## config.mk

```make
export PLATFORM = sky130hd
export DESIGN_NAME = axi4_if_flat
export DESIGN_NICKNAME = d
export VERILOG_FILES = /design/src/rtl/axi4_if_pkg.sv /design/src/rtl/axi4_if_if.sv /design/src/rtl/axi4_if_hold_chk.sv /design/src/rtl/axi4_if.sv /design/src/flat_wrapper.sv
export SDC_FILE = /design/constraint.sdc
export NUM_CORES = 1
export LEC_CHECK = 0
export BUFFER_PORTS_ARGS = -buffer_cell sky130_fd_sc_hd__buf_2
export CAP_MARGIN = 25
export CORE_ASPECT_RATIO = 1.75
export CORE_MARGIN = 2
export CORE_UTILIZATION = 45
export CTS_BUF_LIST = sky130_fd_sc_hd__clkbuf_4 sky130_fd_sc_hd__clkbuf_8 sky130_fd_sc_hd__clkbuf_16
export CTS_CLUSTER_SIZE = 14
export DETAILED_ROUTE_END_ITERATION = 8
export PLACE_DENSITY = 0.69
export SETUP_SLACK_MARGIN = 0.2
export SLEW_MARGIN = 20
export SYNTH_ARGS = -nofsm -noshare
export SYNTH_HDL_FRONTEND = slang
export SYNTH_SLANG_ARGS = --single-unit
```

## constraint.sdc

```tcl
create_clock -name aclk -period 7 [get_ports aclk]
set_input_delay 1.05 -clock aclk [delete_from_list [all_inputs] [get_ports aclk]]
set_output_delay 1.05 -clock aclk [all_outputs]
set_load 0.05 [all_outputs]
```

## src/rtl/axi4_if_pkg.sv

```systemverilog
// axi4_if_pkg: error bit indices, AXI burst/resp encodings and size legality helper
package axi4_if_pkg;
  localparam int ERR_AW_HOLD = 0;
  localparam int ERR_W_HOLD  = 1;
  localparam int ERR_B_HOLD  = 2;
  localparam int ERR_AR_HOLD = 3;
  localparam int ERR_R_HOLD  = 4;
  localparam int ERR_AW_SIZE = 5;
  localparam int ERR_AR_SIZE = 6;
  localparam int ERR_KNOWN   = 7;
  localparam int ERR_B_UNDER = 8;
  localparam int ERR_R_UNDER = 9;
  localparam int ERR_W       = 10;
  typedef enum logic [1:0] {BURST_FIXED, BURST_INCR, BURST_WRAP, BURST_RSVD} burst_e;
  typedef enum logic [1:0] {RESP_OKAY, RESP_EXOKAY, RESP_SLVERR, RESP_DECERR} resp_e;
  function automatic logic size_bad(input logic [2:0] size, input int strb_w);
    return (1 << size) > strb_w;
  endfunction
endpackage

```

## src/rtl/axi4_if_if.sv

```systemverilog
// axi4_if_if: AXI4 channel bundle with manager, subordinate and passive monitor views
interface axi4_if_if #(
  parameter int ADDR_W = 32,
  parameter int DATA_W = 64,
  parameter int ID_W   = 4,
  parameter int USER_W = 1
);
  localparam int STRB_W = DATA_W / 8;
  logic [ID_W-1:0]   awid;
  logic [ADDR_W-1:0] awaddr;
  logic [7:0]        awlen;
  logic [2:0]        awsize;
  logic [1:0]        awburst;
  logic              awlock;
  logic [3:0]        awcache;
  logic [2:0]        awprot;
  logic [3:0]        awqos;
  logic [3:0]        awregion;
  logic [USER_W-1:0] awuser;
  logic              awvalid, awready;
  logic [DATA_W-1:0] wdata;
  logic [STRB_W-1:0] wstrb;
  logic              wlast;
  logic [USER_W-1:0] wuser;
  logic              wvalid, wready;
  logic [ID_W-1:0]   bid;
  logic [1:0]        bresp;
  logic [USER_W-1:0] buser;
  logic              bvalid, bready;
  logic [ID_W-1:0]   arid;
  logic [ADDR_W-1:0] araddr;
  logic [7:0]        arlen;
  logic [2:0]        arsize;
  logic [1:0]        arburst;
  logic              arlock;
  logic [3:0]        arcache;
  logic [2:0]        arprot;
  logic [3:0]        arqos;
  logic [3:0]        arregion;
  logic [USER_W-1:0] aruser;
  logic              arvalid, arready;
  logic [ID_W-1:0]   rid;
  logic [DATA_W-1:0] rdata;
  logic [1:0]        rresp;
  logic              rlast;
  logic [USER_W-1:0] ruser;
  logic              rvalid, rready;
  modport master (
    output awid, awaddr, awlen, awsize, awburst, awlock, awcache, awprot, awqos, awregion, awuser, awvalid,
    output wdata, wstrb, wlast, wuser, wvalid, bready,
    output arid, araddr, arlen, arsize, arburst, arlock, arcache, arprot, arqos, arregion, aruser, arvalid, rready,
    input  awready, wready, bid, bresp, buser, bvalid, arready, rid, rdata, rresp, rlast, ruser, rvalid
  );
  modport slave (
    input  awid, awaddr, awlen, awsize, awburst, awlock, awcache, awprot, awqos, awregion, awuser, awvalid,
    input  wdata, wstrb, wlast, wuser, wvalid, bready,
    input  arid, araddr, arlen, arsize, arburst, arlock, arcache, arprot, arqos, arregion, aruser, arvalid, rready,
    output awready, wready, bid, bresp, buser, bvalid, arready, rid, rdata, rresp, rlast, ruser, rvalid
  );
  modport mon (
    input awid, awaddr, awlen, awsize, awburst, awlock, awcache, awprot, awqos, awregion, awuser, awvalid,
    input wdata, wstrb, wlast, wuser, wvalid, bready,
    input arid, araddr, arlen, arsize, arburst, arlock, arcache, arprot, arqos, arregion, aruser, arvalid, rready,
    input awready, wready, bid, bresp, buser, bvalid, arready, rid, rdata, rresp, rlast, ruser, rvalid
  );
endinterface

```

## src/rtl/axi4_if_hold_chk.sv

```systemverilog
// axi4_if_hold_chk: flags a stalled channel that drops valid or changes payload before ready
module axi4_if_hold_chk #(
  parameter int W = 8
) (
  input  logic         clk,
  input  logic         rst,
  input  logic         valid,
  input  logic         ready,
  input  logic [W-1:0] payload,
  output logic         viol
);
  logic         hv, hr;
  logic [W-1:0] hp;
  // previous-cycle snapshot; cleared on reset so the first sampled cycle never checks
  always_ff @(posedge clk) begin
    if (rst) begin
      hv <= 1'b0;
      hr <= 1'b0;
      hp <= '0;
    end else begin
      hv <= valid;
      hr <= ready;
      hp <= payload;
    end
  end
  assign viol = hv && !hr && (!valid || payload != hp);
endmodule

```

## src/rtl/axi4_if.sv

```systemverilog
// axi4_if: passive AXI4 monitor (handshakes, outstanding counts, sticky errors; X check under KVIPS_AXI4_IF_KNOWN_CHECK_EN)
module axi4_if
  import axi4_if_pkg::*;
#(
  parameter int ADDR_W = 32,
  parameter int DATA_W = 64,
  parameter int ID_W   = 4,
  parameter int USER_W = 1,
  parameter int OST_W  = 8
) (
  input  logic              aclk,
  input  logic              areset,
  axi4_if_if.mon            bus,
  input  logic              err_clr,
  output logic              aw_hs,
  output logic              w_hs,
  output logic              b_hs,
  output logic              ar_hs,
  output logic              r_hs,
  output logic [OST_W-1:0]  wr_ost,
  output logic [OST_W-1:0]  rd_ost,
  output logic [ERR_W-1:0]  err_flags,
  output logic              err_any
);
  localparam int STRB_W = DATA_W / 8;
  localparam int A_PW = ID_W + ADDR_W + 8 + 3 + 2 + 1 + 4 + 3 + 4 + 4 + USER_W;
  localparam int W_PW = DATA_W + STRB_W + 1 + USER_W;
  localparam int B_PW = ID_W + 2 + USER_W;
  localparam int R_PW = ID_W + DATA_W + 2 + 1 + USER_W;
  localparam logic [OST_W-1:0] OST_MAX = '1;
  logic [A_PW-1:0] aw_p, ar_p;
  logic [W_PW-1:0] w_p;
  logic [B_PW-1:0] b_p;
  logic [R_PW-1:0] r_p;
  logic aw_h, w_h, b_h, ar_h, r_h, rl_h;
  logic aw_v, w_v, b_v, ar_v, r_v, known_err, b_under, r_under;
  logic [OST_W-1:0] wr_nxt, rd_nxt;
  logic [ERR_W-1:0] err_new;
  assign aw_p = {bus.awid, bus.awaddr, bus.awlen, bus.awsize, bus.awburst, bus.awlock,
                 bus.awcache, bus.awprot, bus.awqos, bus.awregion, bus.awuser};
  assign ar_p = {bus.arid, bus.araddr, bus.arlen, bus.arsize, bus.arburst, bus.arlock,
                 bus.arcache, bus.arprot, bus.arqos, bus.arregion, bus.aruser};
  assign w_p  = {bus.wdata, bus.wstrb, bus.wlast, bus.wuser};
  assign b_p  = {bus.bid, bus.bresp, bus.buser};
  assign r_p  = {bus.rid, bus.rdata, bus.rresp, bus.rlast, bus.ruser};
  assign aw_h = bus.awvalid && bus.awready;
  assign w_h  = bus.wvalid && bus.wready;
  assign b_h  = bus.bvalid && bus.bready;
  assign ar_h = bus.arvalid && bus.arready;
  assign r_h  = bus.rvalid && bus.rready;
  assign rl_h = r_h && bus.rlast;
  axi4_if_hold_chk #(.W(A_PW)) u_aw (.clk(aclk), .rst(areset), .valid(bus.awvalid), .ready(bus.awready), .payload(aw_p), .viol(aw_v));
  axi4_if_hold_chk #(.W(W_PW)) u_w  (.clk(aclk), .rst(areset), .valid(bus.wvalid),  .ready(bus.wready),  .payload(w_p),  .viol(w_v));
  axi4_if_hold_chk #(.W(B_PW)) u_b  (.clk(aclk), .rst(areset), .valid(bus.bvalid),  .ready(bus.bready),  .payload(b_p),  .viol(b_v));
  axi4_if_hold_chk #(.W(A_PW)) u_ar (.clk(aclk), .rst(areset), .valid(bus.arvalid), .ready(bus.arready), .payload(ar_p), .viol(ar_v));
  axi4_if_hold_chk #(.W(R_PW)) u_r  (.clk(aclk), .rst(areset), .valid(bus.rvalid),  .ready(bus.rready),  .payload(r_p),  .viol(r_v));
`ifdef KVIPS_AXI4_IF_KNOWN_CHECK_EN
  assign known_err = (bus.awvalid && $isunknown({bus.awid, bus.awaddr, bus.awlen, bus.awsize, bus.awburst})) ||
                     (bus.wvalid  && $isunknown({bus.wdata, bus.wstrb, bus.wlast})) ||
                     (bus.arvalid && $isunknown({bus.arid, bus.araddr, bus.arlen, bus.arsize, bus.arburst})) ||
                     (bus.rvalid  && $isunknown({bus.rid, bus.rdata, bus.rlast, bus.rresp})) ||
                     (bus.bvalid  && $isunknown({bus.bid, bus.bresp}));
`else
  assign known_err = 1'b0;
`endif
  assign b_under = b_h && !aw_h && wr_ost == '0;
  assign r_under = rl_h && !ar_h && rd_ost == '0;
  assign err_new = {r_under, b_under, known_err,
                    bus.arvalid && size_bad(bus.arsize, STRB_W),
                    bus.awvalid && size_bad(bus.awsize, STRB_W),
                    r_v, ar_v, b_v, w_v, aw_v};
  // saturating up/down counts; simultaneous inc and dec cancel, underflow holds at zero
  always_comb begin
    wr_nxt = (aw_h && !b_h) ? (wr_ost == OST_MAX ? wr_ost : wr_ost + 1'b1) :
             (b_h && !aw_h && wr_ost != '0) ? wr_ost - 1'b1 : wr_ost;
    rd_nxt = (ar_h && !rl_h) ? (rd_ost == OST_MAX ? rd_ost : rd_ost + 1'b1) :
             (rl_h && !ar_h && rd_ost != '0) ? rd_ost - 1'b1 : rd_ost;
  end
  // registered outputs; a fresh violation beats a same-cycle clear
  always_ff @(posedge aclk) begin
    if (areset) begin
      {aw_hs, w_hs, b_hs, ar_hs, r_hs} <= '0;
      wr_ost    <= '0;
      rd_ost    <= '0;
      err_flags <= '0;
    end else begin
      {aw_hs, w_hs, b_hs, ar_hs, r_hs} <= {aw_h, w_h, b_h, ar_h, r_h};
      wr_ost    <= wr_nxt;
      rd_ost    <= rd_nxt;
      err_flags <= (err_clr ? '0 : err_flags) | err_new;
    end
  end
  assign err_any = |err_flags;
endmodule

```

## src/flat_wrapper.sv

```systemverilog
// flat-port wrapper written by rule: the top's interface ports become plain ports
module axi4_if_flat import axi4_if_pkg::*;
#(
  parameter int ADDR_W = 32,
  parameter int DATA_W = 64,
  parameter int ID_W   = 4,
  parameter int USER_W = 1,
  parameter int OST_W  = 8
)
  (aclk, areset, err_clr, aw_hs, w_hs, b_hs, ar_hs, r_hs, wr_ost, rd_ost, err_flags, err_any, bus_awid, bus_awaddr, bus_awlen, bus_awsize, bus_awburst, bus_awlock, bus_awcache, bus_awprot, bus_awqos, bus_awregion, bus_awuser, bus_awvalid, bus_wdata, bus_wstrb, bus_wlast, bus_wuser, bus_wvalid, bus_bready, bus_arid, bus_araddr, bus_arlen, bus_arsize, bus_arburst, bus_arlock, bus_arcache, bus_arprot, bus_arqos, bus_arregion, bus_aruser, bus_arvalid, bus_rready, bus_awready, bus_wready, bus_bid, bus_bresp, bus_buser, bus_bvalid, bus_arready, bus_rid, bus_rdata, bus_rresp, bus_rlast, bus_ruser, bus_rvalid);
  axi4_if_if #(.ADDR_W(ADDR_W), .DATA_W(DATA_W), .ID_W(ID_W), .USER_W(USER_W)) bus_i ();
  input  logic aclk;
  input  logic areset;
  input  logic err_clr;
  output logic aw_hs;
  output logic w_hs;
  output logic b_hs;
  output logic ar_hs;
  output logic r_hs;
  output logic [OST_W-1:0] wr_ost;
  output logic [OST_W-1:0] rd_ost;
  output logic [ERR_W-1:0] err_flags;
  output logic err_any;
  input wire logic [$bits(bus_i.awid)-1:0] bus_awid;
  input wire logic [$bits(bus_i.awaddr)-1:0] bus_awaddr;
  input wire logic [$bits(bus_i.awlen)-1:0] bus_awlen;
  input wire logic [$bits(bus_i.awsize)-1:0] bus_awsize;
  input wire logic [$bits(bus_i.awburst)-1:0] bus_awburst;
  input wire logic [$bits(bus_i.awlock)-1:0] bus_awlock;
  input wire logic [$bits(bus_i.awcache)-1:0] bus_awcache;
  input wire logic [$bits(bus_i.awprot)-1:0] bus_awprot;
  input wire logic [$bits(bus_i.awqos)-1:0] bus_awqos;
  input wire logic [$bits(bus_i.awregion)-1:0] bus_awregion;
  input wire logic [$bits(bus_i.awuser)-1:0] bus_awuser;
  input wire logic [$bits(bus_i.awvalid)-1:0] bus_awvalid;
  input wire logic [$bits(bus_i.wdata)-1:0] bus_wdata;
  input wire logic [$bits(bus_i.wstrb)-1:0] bus_wstrb;
  input wire logic [$bits(bus_i.wlast)-1:0] bus_wlast;
  input wire logic [$bits(bus_i.wuser)-1:0] bus_wuser;
  input wire logic [$bits(bus_i.wvalid)-1:0] bus_wvalid;
  input wire logic [$bits(bus_i.bready)-1:0] bus_bready;
  input wire logic [$bits(bus_i.arid)-1:0] bus_arid;
  input wire logic [$bits(bus_i.araddr)-1:0] bus_araddr;
  input wire logic [$bits(bus_i.arlen)-1:0] bus_arlen;
  input wire logic [$bits(bus_i.arsize)-1:0] bus_arsize;
  input wire logic [$bits(bus_i.arburst)-1:0] bus_arburst;
  input wire logic [$bits(bus_i.arlock)-1:0] bus_arlock;
  input wire logic [$bits(bus_i.arcache)-1:0] bus_arcache;
  input wire logic [$bits(bus_i.arprot)-1:0] bus_arprot;
  input wire logic [$bits(bus_i.arqos)-1:0] bus_arqos;
  input wire logic [$bits(bus_i.arregion)-1:0] bus_arregion;
  input wire logic [$bits(bus_i.aruser)-1:0] bus_aruser;
  input wire logic [$bits(bus_i.arvalid)-1:0] bus_arvalid;
  input wire logic [$bits(bus_i.rready)-1:0] bus_rready;
  input wire logic [$bits(bus_i.awready)-1:0] bus_awready;
  input wire logic [$bits(bus_i.wready)-1:0] bus_wready;
  input wire logic [$bits(bus_i.bid)-1:0] bus_bid;
  input wire logic [$bits(bus_i.bresp)-1:0] bus_bresp;
  input wire logic [$bits(bus_i.buser)-1:0] bus_buser;
  input wire logic [$bits(bus_i.bvalid)-1:0] bus_bvalid;
  input wire logic [$bits(bus_i.arready)-1:0] bus_arready;
  input wire logic [$bits(bus_i.rid)-1:0] bus_rid;
  input wire logic [$bits(bus_i.rdata)-1:0] bus_rdata;
  input wire logic [$bits(bus_i.rresp)-1:0] bus_rresp;
  input wire logic [$bits(bus_i.rlast)-1:0] bus_rlast;
  input wire logic [$bits(bus_i.ruser)-1:0] bus_ruser;
  input wire logic [$bits(bus_i.rvalid)-1:0] bus_rvalid;
  assign bus_i.awid = bus_awid;
  assign bus_i.awaddr = bus_awaddr;
  assign bus_i.awlen = bus_awlen;
  assign bus_i.awsize = bus_awsize;
  assign bus_i.awburst = bus_awburst;
  assign bus_i.awlock = bus_awlock;
  assign bus_i.awcache = bus_awcache;
  assign bus_i.awprot = bus_awprot;
  assign bus_i.awqos = bus_awqos;
  assign bus_i.awregion = bus_awregion;
  assign bus_i.awuser = bus_awuser;
  assign bus_i.awvalid = bus_awvalid;
  assign bus_i.wdata = bus_wdata;
  assign bus_i.wstrb = bus_wstrb;
  assign bus_i.wlast = bus_wlast;
  assign bus_i.wuser = bus_wuser;
  assign bus_i.wvalid = bus_wvalid;
  assign bus_i.bready = bus_bready;
  assign bus_i.arid = bus_arid;
  assign bus_i.araddr = bus_araddr;
  assign bus_i.arlen = bus_arlen;
  assign bus_i.arsize = bus_arsize;
  assign bus_i.arburst = bus_arburst;
  assign bus_i.arlock = bus_arlock;
  assign bus_i.arcache = bus_arcache;
  assign bus_i.arprot = bus_arprot;
  assign bus_i.arqos = bus_arqos;
  assign bus_i.arregion = bus_arregion;
  assign bus_i.aruser = bus_aruser;
  assign bus_i.arvalid = bus_arvalid;
  assign bus_i.rready = bus_rready;
  assign bus_i.awready = bus_awready;
  assign bus_i.wready = bus_wready;
  assign bus_i.bid = bus_bid;
  assign bus_i.bresp = bus_bresp;
  assign bus_i.buser = bus_buser;
  assign bus_i.bvalid = bus_bvalid;
  assign bus_i.arready = bus_arready;
  assign bus_i.rid = bus_rid;
  assign bus_i.rdata = bus_rdata;
  assign bus_i.rresp = bus_rresp;
  assign bus_i.rlast = bus_rlast;
  assign bus_i.ruser = bus_ruser;
  assign bus_i.rvalid = bus_rvalid;
  axi4_if #(.ADDR_W(ADDR_W), .DATA_W(DATA_W), .ID_W(ID_W), .USER_W(USER_W), .OST_W(OST_W)) u_core (.aclk(aclk), .areset(areset), .bus(bus_i), .err_clr(err_clr), .aw_hs(aw_hs), .w_hs(w_hs), .b_hs(b_hs), .ar_hs(ar_hs), .r_hs(r_hs), .wr_ost(wr_ost), .rd_ost(rd_ost), .err_flags(err_flags), .err_any(err_any));
endmodule
```

==> impl_metrics.csv, run 1 <==
group,metric,value,unit
setup_path,cpPeakStageDelay,390,ps
timing,max_freq,356,MHz
placement,hpwl,24300,microns
route,remaining_drc_errors,0,
setup_path,critPathSlowestCell,"or3_1",
yosys,syn_area_per_cell,10.1,sq um
yosys,ys.warnings.count,0,
worst_hold_path,min_path_type,"flop to flop",
clock_network,numCtsBuffers,29,
floorplan,die_w,132,microns
timing,holdWs,517,ps
route,via_per_inst,4.80,
setup_path,crit_path_start_kind,"primary input",
cells_and_area,syn_to_final_growth,22.9,%
floorplan,core_area,28500,sq um
global_routing,overflow,0,
clock_network,clock_path_buffers,3,
timing,finalHoldViolCount,0,
clock_network,root_buffer,"clkbuf_16",
timing,tightest_slew,893,ps
pwr,peakVddDrop,240,uV
placement,dp_slack,3640,ps
timing,setup_ws,4190,ps
yosys,synth_largest_area_cell,"dfxtp_1",
clock_network,htree_levels,1,
setup_path,crit_fanout,7,
setup_path,cpLargestDelayFamily,"simple AND/OR/NAND/NOR gates",
timing,final-max-slew-violation-count,0,
placement,gp_congestion,0.848,
route,wl_per_cell,15.8,microns
cells_and_area,layoutNonFillerInstCount,2009,
floorplan,die_h,229,microns
setup_path,arrival,3250,ps
timing,setup_viol,0,
floorplan,initial_core_util,45.5,%
timing,rsz0062_at_grt,"false",
yosys,synth.most_common_cell,"dfxtp_1",
global_routing,antenna_found_initial,8,
setup_path,cp.required,7440,ps
setup_path,worstSetupPathType,"primary input to flop",
timing,period_minus_slack,2810,ps
clock_network,cts_post_setup_buffers_inserted,0,
placement,place_area,15000,sq um
floorplan,die_area,30200,sq um
status,status,"finished, final reports clean",
clock_network,cts_tree,"yes",
run,maxCapViolations,0,
yosys,synthesis.area,13000,sq um
global_routing,grt_max_degree,149,
cells_and_area,finish.utilization,55.9,%
setup_path,crit_path_end_kind,"flop",
timing,fin_setup_tns,0,ps
route,via_count,9649,
global_routing,grt_pass1_wl,50000,microns
pwr,cellPowerDensity,270,nW/um^2
clock_network,cts.sinks,325,
yosys,seq_area_frac_synth,50.2,%
route,drtAntennaViolNets,0,
timing,fin_skew,12.9,ps
yosys,synth_top_flop_cell,"dfxtp_1",
cells_and_area,drive_above_1_share,24.2,%
clock_network,clk_pin_slew_worst_paths,60,ps
pwr,finalPower,4.30,mW
yosys,syn-instance-count,1279,
yosys,synthArstFlopShare,0,%
yosys,synth_area_leaders,"dfxtp_1, nor2b_1, xnor2_1",
cells_and_area,nets,1916,
yosys,synth-seq-cells,325,
route,first_iter_violations,318,
yosys,synth_top_area_share,50.2,%
floorplan,ios,330,
clock_network,cts_resized,0,
placement,placed_cells,1951,
yosys,yosysUniqueCellTypes,59,
global_routing,grt_usage,20.6,%
yosys,synth_edf_count,0,
route,drt_pass1_iterations,4,
yosys,ys_top_cells_by_count,"dfxtp_1, nor2b_1, xnor2_1, xor2_1, inv_1",
cells_and_area,fin_area,15900,sq um
timing,relSlewSlack,40.5,%
yosys,synth_nets,1591,
pwr,p_leak,6.80,nW
floorplan,num_rows,82,
clock_network,ctsHoldBuffers,0,
timing,post-route-period-util,40.1,%
setup_path,crit_chain,"buf_2 > and3_1 > or2_2 > ha_1 > or3_1 > o211ai_1 > mux2i_1 > mux2_1",
placement,port_buffers,328,
setup_path,critPathBufInv,1,
global_routing,grt_pass1_vias,10200,
clock_network,clkLatencyLatePin,550,ps
route,wirelength,31600,microns
final timing paths:
kind,from,endpoint,slack [ps],cells after the start
max,bus_rvalid,u_core.rd_ost[7],4190,8
min,u_core.u_r.hr,u_core.err_flags[4],520,2
max reg2reg,u_core.wr_ost[0],u_core.wr_ost[6],4900,6
min reg2reg,u_core.u_r.hr,u_core.err_flags[4],520,2
state kept, by name, summed over array words and instances, names as in the netlist, 7 cells and up:
signal / cells
u_core.wr_ost: 8
u_core.rd_ost: 8
u_core.u_aw.hp: 66
u_core.err_flags: 9
u_core.u_b.hp: 7
u_core.u_ar.hp: 66
u_core.u_w.hp: 74
u_core.u_r.hp: 72
routing by layer:
layer / share of wire (%) / vias to the layer above / track usage (%)
met1: 37 / 4449 / 20.6
met2: 54 / 265 / 40.9
met5: 0 / - / 0
li1: - / 4876 / -
met3: 6.0 / 59 / 4.19
met4: 3.2 / 0 / 7.66
report_power, final:
group	switching, mW	leakage (nW)	internal (mW)
registers	0.0698	2.71	1.96
logic	0.375	3.62	0.313
clock network	0.670	0.476	0.909
total	1.11	6.80	3.18
placed cells by master, fill, tap and decap left out, drive strengths merged, types with 18 or more instances in the layout:
cell,instances
nand4,45
nor2,42
buf,331
nand3,24
nand2,18
xnor2,146
nand2b,24
xor2,94
a21oi,22
nor2b,294
clkbuf,46
nor4,34
dfxtp,325
inv,53
cell families (layout without fill, tap and decap cells):
logic type	count (synthesis)	in the layout	share of synthesized area, %
fa+ha+maj	14	14	1.47
buf+inv	90	434	2.64
xor+xnor	240	240	16.2
mux	4	4	0.328
simple gates	508	508	23.4
flops	325	325	50.2
compound gates	97	97	5.77
other cells	1	9	0.0289
tightest hold or removal path, cell delays in order (launching register included):
cell and delay, ps:
dfxtp_1 300, o21ai_0 80, o211a_1 110
area by class of cell:
cell class | instances | area [sq um]
flip-flops and latches | 325 | 6510
diodes | 8 | 20.0
inverters | 53 | 199
fillers | 2622 | 12600
repair buffers | 331 | 1670
multi-input cells | 864 | 6120
well taps | 378 | 473
clock inverters | 4 | 47.5
clock buffers | 46 | 897
Note: power is estimated with default switching activity, not from simulation.
==> inputs of run 2 (changes only) <==
--- a/config.mk
+++ b/config.mk
@@ -5,6 +5,7 @@
 export SDC_FILE = /design/constraint.sdc
 export NUM_CORES = 1
 export LEC_CHECK = 0
+export ABC_AREA = 1
 export BUFFER_PORTS_ARGS = -buffer_cell sky130_fd_sc_hd__buf_2
 export CAP_MARGIN = 25
 export CORE_ASPECT_RATIO = 1.75
@@ -13,7 +14,7 @@
 export CTS_BUF_LIST = sky130_fd_sc_hd__clkbuf_4 sky130_fd_sc_hd__clkbuf_8 sky130_fd_sc_hd__clkbuf_16
 export CTS_CLUSTER_SIZE = 14
 export DETAILED_ROUTE_END_ITERATION = 8
-export PLACE_DENSITY = 0.69
+export PLACE_DENSITY = 0.71
 export SETUP_SLACK_MARGIN = 0.2
 export SLEW_MARGIN = 20
 export SYNTH_ARGS = -nofsm -noshare
==> constraint.sdc (replaced) <==
create_clock -name aclk -period 2.5 [get_ports aclk]
set_input_delay 0.375 -clock aclk [delete_from_list [all_inputs] [get_ports aclk]]
set_output_delay 0.375 -clock aclk [all_outputs]
set_load 0.05 [all_outputs]
==> run 2 against run 1 <==
  * Clock-buffer cell count up 2
  * Global-route usage increased by 0.98 points
  * Sequential power grew to 2.8 times the previous value
  * Routed wire length increased by 18%
  * Sequential share of layout area is 3.7 points lower
  * Via count up 38%
  * Synthesized cell count rose by 73%
  * Combinational power rose to 2.6 times the previous value
  * Highest routed layer is now met5
  * Hold slack worse by 480 ps
  * Clock power grew to 3.1 times the previous value
==> impl_metrics.csv, run 2 <==
group,metric,value,unit
status,status,"finished, final reports clean",
route,remaining_drc_errors,0,
clock_network,numCtsBuffers,30,
cells_and_area,nets,2856,
yosys,synth.most_common_cell,"nand2_1",
setup_path,cp.required,2120,ps
timing,post-route-period-util,80.0,%
yosys,seq_area_frac_synth,45.0,%
pwr,p_leak,9.63,nW
cells_and_area,largest_reg_flops,74,
setup_path,crit_path_end_kind,"output pin",
clock_network,cts_post_setup_buffers_inserted,0,
timing,setup_viol,0,
cells_and_area,multi_input_area,5990,sq um
timing,relSlewSlack,58.2,%
yosys,syn_area_per_cell,6.52,sq um
yosys,synth-seq-cells,325,
route,drt_pass1_iterations,4,
clock_network,clkLatencyLatePin,560,ps
yosys,synth_top_area_share,45.0,%
setup_path,crit_chain,"nor4_1 > nand3_1 > buf_2",
route,first_iter_violations,507,
timing,tightest_slew,626,ps
setup_path,arrival,1630,ps
floorplan,initial_core_util,45.8,%
worst_hold_path,min_path_type,"primary input to flop",
floorplan,die_area,33600,sq um
yosys,synth_largest_area_cell,"dfxtp_1",
global_routing,antenna_found_initial,6,
route,via_count,13300,
timing,rsz0062_at_grt,"false",
setup_path,reg2reg_slack,780,ps
global_routing,grt_usage,21.6,%
placement,port_buffers,328,
run,maxCapViolations,0,
cells_and_area,drive_above_1_share,16.0,%
cells_and_area,reg_top3,"u_core.u_w.hp: 74 flops, u_core.u_r.hp: 72 flops",
yosys,synth_edf_count,0,
yosys,syn-instance-count,2217,
global_routing,grt_pass1_vias,13200,
clock_network,cts_tree,"yes",
route,wirelength,37300,microns
placement,hpwl,29100,microns
floorplan,die_h,241,microns
placement,gp_congestion,0.872,
global_routing,grt_max_degree,117,
setup_path,critPathSlowestCell,"dfxtp_1",
clock_network,clk_pin_slew_worst_paths,70,ps
route,via_per_inst,4.48,
floorplan,core_area,31500,sq um
route,wl_per_cell,12.6,microns
timing,period_minus_slack,2000,ps
timing,max_freq,500,MHz
global_routing,overflow,0,
setup_path,crit_path_start_kind,"flop",
timing,final-max-slew-violation-count,0,
timing,finalHoldViolCount,0,
floorplan,num_rows,86,
yosys,synth_area_leaders,"dfxtp_1, nand2_1, nor2_1",
clock_network,ctsHoldBuffers,0,
floorplan,ios,330,
clock_network,root_buffer,"clkbuf_16",
setup_path,crit_fanout,3,
cells_and_area,finish.utilization,55.6,%
floorplan,die_w,139,microns
timing,fin_setup_tns,0,ps
cells_and_area,layout_common_cells,"nand2_1, nor2_1, inv_1",
timing,fin_skew,13.2,ps
yosys,synth_top_flop_cell,"dfxtp_1",
pwr,finalPower,12.3,mW
cells_and_area,final_common_cell,"nand2_1",
cells_and_area,fill_cells,3065,
timing,holdWs,38.2,ps
yosys,synthesis.area,14500,sq um
yosys,synthArstFlopShare,0,%
yosys,ys_top_cells_by_count,"nand2_1, nor2_1, inv_1, dfxtp_1, o21ai_0",
setup_path,cpPeakStageDelay,370,ps
setup_path,worstSetupPathType,"flop to output pin",
cells_and_area,syn_to_final_growth,21.3,%
clock_network,cts.sinks,325,
cells_and_area,register_area,6510,sq um
pwr,cellPowerDensity,700,nW/um^2
global_routing,grt_pass1_wl,59300,microns
clock_network,cts_resized,0,
route,drtAntennaViolNets,0,
yosys,ys.warnings.count,0,
clock_network,clock_path_buffers,3,
yosys,synth_nets,2529,
clock_network,htree_levels,1,
yosys,yosysUniqueCellTypes,35,
pwr,peakVddDrop,661,uV
cells_and_area,regMostFlops,"u_core.u_w.hp",
run 2: cell types whose count changed after synthesis, moves of 31 or more:
cell     before  now
inv_1        53  470
o21ai_0       9   95
nor2_1       42  476
xnor2_1     146   43
nand2_1      16  630
nor2b_1     294    0
xor2_1       94   19
nand4_1      45   14
run 2: through the flow:
| step | std cells | area (sq um) | setup slack, ps |
|---|---|---|---|
| floorplan | 2217 | 14500 | 640 |
| global placement | 2908 | 16500 | 421 |
| detailed placement | 2908 | 16500 | 370 |
| CTS | 2964 | 17500 | 458 |
| global route | 2968 | 17500 | 411 |
| finish | 2969 | 17500 | 499 |
run 2: kinds of logic (layout without fill, tap and decap cells):
logic type,after synthesis,in the layout,share of synthesized area (%)
AOI/OAI and AO/OA,140,140,5.25
xor gates and xnor gates,62,62,3.76
adders and majority gates,14,14,1.32
buffers and inverters,511,862,13.5
DFF,325,325,45.0
other,1,6,0.0259
and+or+nand+nor,1164,1164,31.1
run 2: path summary, 6_finish.rpt:
kind,to,startpoint,depth (start not counted)
min reg2reg,u_core.err_flags[8],u_core.err_flags[8],2
max reg2reg,u_core.wr_ost[6],u_core.wr_ost[0],8
max,err_any,u_core.err_flags[4],3
min,u_core.u_r.hp[53],bus_rdata[49],3
run 2: power breakdown:
group          switching, mW  total [mW]  internal [mW]
Combinational           1.10        1.80          0.703
Sequential             0.182        5.66           5.48
Clock                   2.00        4.82           2.82
run 2: layout make-up:
class / count / share of cell area, %
Sequential cell: 325 / 37.1
Multi-Input combinational cell: 1381 / 34.2
Inverter: 473 / 10.1
Timing Repair Buffer: 333 / 9.71
Clock buffer: 48 / 5.44
Tap cell: 396 / 2.83
Clock inverter: 8 / 0.528
Antenna cell: 5 / 0.0714
run 2: layer usage:
layer	routed length [microns]	up-vias	track usage, %
li1	-	7066	-
met1	13900	5849	21.7
met5	22	-	0
met4	1490	4	9.61
met2	19900	295	42.5
met3	2010	85	4.31
run 2: worst max-delay path, delay by kind of cell (launching register included):
family	cells	cell delay [ps]
buf+inv	1	240
flops	1	370
simple gates	2	460
==> inputs of run 3 (changes only) <==
==> constraint.sdc (replaced) <==
create_clock -name aclk -period 1.7 [get_ports aclk]
set_input_delay 0.255 -clock aclk [delete_from_list [all_inputs] [get_ports aclk]]
set_output_delay 0.255 -clock aclk [all_outputs]
set_load 0.05 [all_outputs]
==> run 3 against run 2 <==
  * The flow now finishes with violations (negative setup slack)
  * Critical path type unchanged
  * Power rose by 56%
  * Hold slack worse by 13 ps
  * Core utilization grew 12 points
  * Non-clock buffer count is 339 higher
  * Highest routed layer is now met4
  * Combinational power up 110%
==> impl_metrics.csv, run 3 (synthesized netlist as in run 2, its figures left out) <==
group,metric,value,unit
clock_network,root_buffer,"clkbuf_16",
status,status,"finished with violations",
cells_and_area,largest_reg_flops,74,
route,wl_per_cell,14.2,microns
floorplan,num_rows,86,
cells_and_area,regMostFlops,"u_core.u_w.hp",
clock_network,htree_levels,1,
setup_path,crit_fanout,2,
cells_and_area,drive_above_1_share,18.9,%
global_routing,grt_max_degree,80,
route,remaining_drc_errors,0,
cells_and_area,fin_area,21400,sq um
cells_and_area,multi_input_area,6350,sq um
global_routing,antenna_found_initial,7,
pwr,p_leak,11.2,nW
floorplan,die_area,33600,sq um
clock_network,cts_tree,"yes",
cells_and_area,reg_top3,"u_core.u_w.hp: 74 flops, u_core.u_r.hp: 72 flops",
timing,fin_setup_tns,-18.6,ps
route,via_count,15600,
floorplan,ios,330,
pwr,cellPowerDensity,896,nW/um^2
placement,port_buffers,328,
floorplan,die_w,139,microns
floorplan,die_h,241,microns
pwr,p_clk_share,36.9,%
pwr,p_int,13.9,mW
cells_and_area,fill_cells,2320,
cells_and_area,layoutNonFillerInstCount,3313,
route,via_per_inst,4.72,
run,maxCapViolations,0,
clock_network,cts.sinks,325,
timing,finalHoldViolCount,0,
global_routing,grt_pass1_vias,16400,
timing,fin_skew,13.2,ps
placement,place_area,16900,sq um
placement,gp_congestion,0.841,
setup_path,cp.required,1440,ps
floorplan,initial_core_util,45.8,%
pwr,power_frac_seq,43.6,%
route,drt_pass1_iterations,5,
pwr,p_comb_share,19.4,%
route,drtAntennaViolNets,0,
floorplan,core_area,31500,sq um
status,violations,"negative setup slack",
route,wirelength,47000,microns
clock_network,clkLatencyLatePin,570,ps
global_routing,grt_usage,26.8,%
setup_path,arrival,1460,ps
cells_and_area,syn_to_final_growth,48.2,%
clock_network,clock_path_buffers,3,
placement,hpwl,28800,microns
timing,setup_ws,-18.6,ps
clock_network,numCtsBuffers,31,
timing,final-max-slew-violation-count,0,
pwr,swShare,27.6,%
clock_network,clk_pin_slew_worst_paths,70,ps
timing,setup_viol,1,
timing,rsz0062_at_grt,"true",
timing,period_minus_slack,1720,ps
placement,placed_cells,2934,
setup_path,crit_path_end_kind,"output pin",
setup_path,worstSetupPathType,"flop to output pin",
route,first_iter_violations,751,
worst_hold_path,min_path_type,"primary input to flop",
cells_and_area,layout_common_cells,"nand2_1, inv_1, nor2_1",
timing,max_freq,582,MHz
cells_and_area,nets,3196,
pwr,switchingPower,5.31,mW
global_routing,overflow,0,
pwr,peakVddDrop,946,uV
timing,post-route-period-util,101,%
global_routing,grt_pass1_wl,73900,microns
cells_and_area,final_common_cell,"nand2_1",
cells_and_area,register_area,6580,sq um
setup_path,crit_path_start_kind,"flop",
-- run 3: final timing paths --
| kind | from | endpoint | slack, ps | cells past startpoint |
|---|---|---|---|---|
| max | u_core.err_flags[4] | err_any | -20 | 3 |
| min | areset | u_core.u_r.hp[59] | 30 | 2 |
| max reg2reg | u_core.rd_ost[1] | u_core.rd_ost[6] | 150 | 8 |
| min reg2reg | u_core.rd_ost[0] | u_core.rd_ost[0] | 480 | 1 |
-- run 3: stage by stage --
stage               setup slack (ps)  hold slack [ps]  total power [mW]  util [%]
finish                         -18.6             25.4              19.2      67.9
global route                   -94.3             17.7              20.0      67.9
CTS                            -53.9            0.218              19.1      66.9
detailed placement              -107              476              11.3      53.6
global placement               -95.1              460              11.2      53.6
floorplan                        157              362              10.3         -
-- run 3: critical path, stage by stage (launching register included) --
cell     delay, ps
dfxtp_4        360
nor4_4         240
nand3_1        130
buf_6          170
-- run 3: power groups by stage --
stage	Combinational (mW)	Clock, mW	Sequential (mW)
after floorplan	1.63	0	8.67
after global placement	2.76	0	8.49
after detailed placement	2.82	0	8.51
after CTS	3.47	7.24	8.34
after global routing	4.10	7.51	8.41
final	3.73	7.09	8.37
-- run 3: layout make-up --
| class | instances | share of cell area, % |
|---|---|---|
| multi-input combinational | 1381 | 29.6 |
| clock buffer | 46 | 4.47 |
| clock inverter | 12 | 0.450 |
| tap | 396 | 2.31 |
| timing repair buffer | 672 | 24.0 |
| inverter | 473 | 8.34 |
| antenna | 8 | 0.0935 |
| sequential | 325 | 30.7 |
-- run 3: per-layer routing --
metal	track usage, %	share of wire, %	up-vias
li1	-	-	7755
met1	25.7	35	7090
met2	52.5	54	583
met3	4.80	5.7	205
met4	15.7	5.7	0
met5	0	0	-
-- run 3: repair_timing --
action                                  in CTS  in global routing
endpoints found under the hold margin      296                  3
pin swaps                                    6                 66
setup buffers                                2                  7
endpoints found under the setup margin      30                 20
gates resized for setup                     43                 94
hold buffers                               303                  4
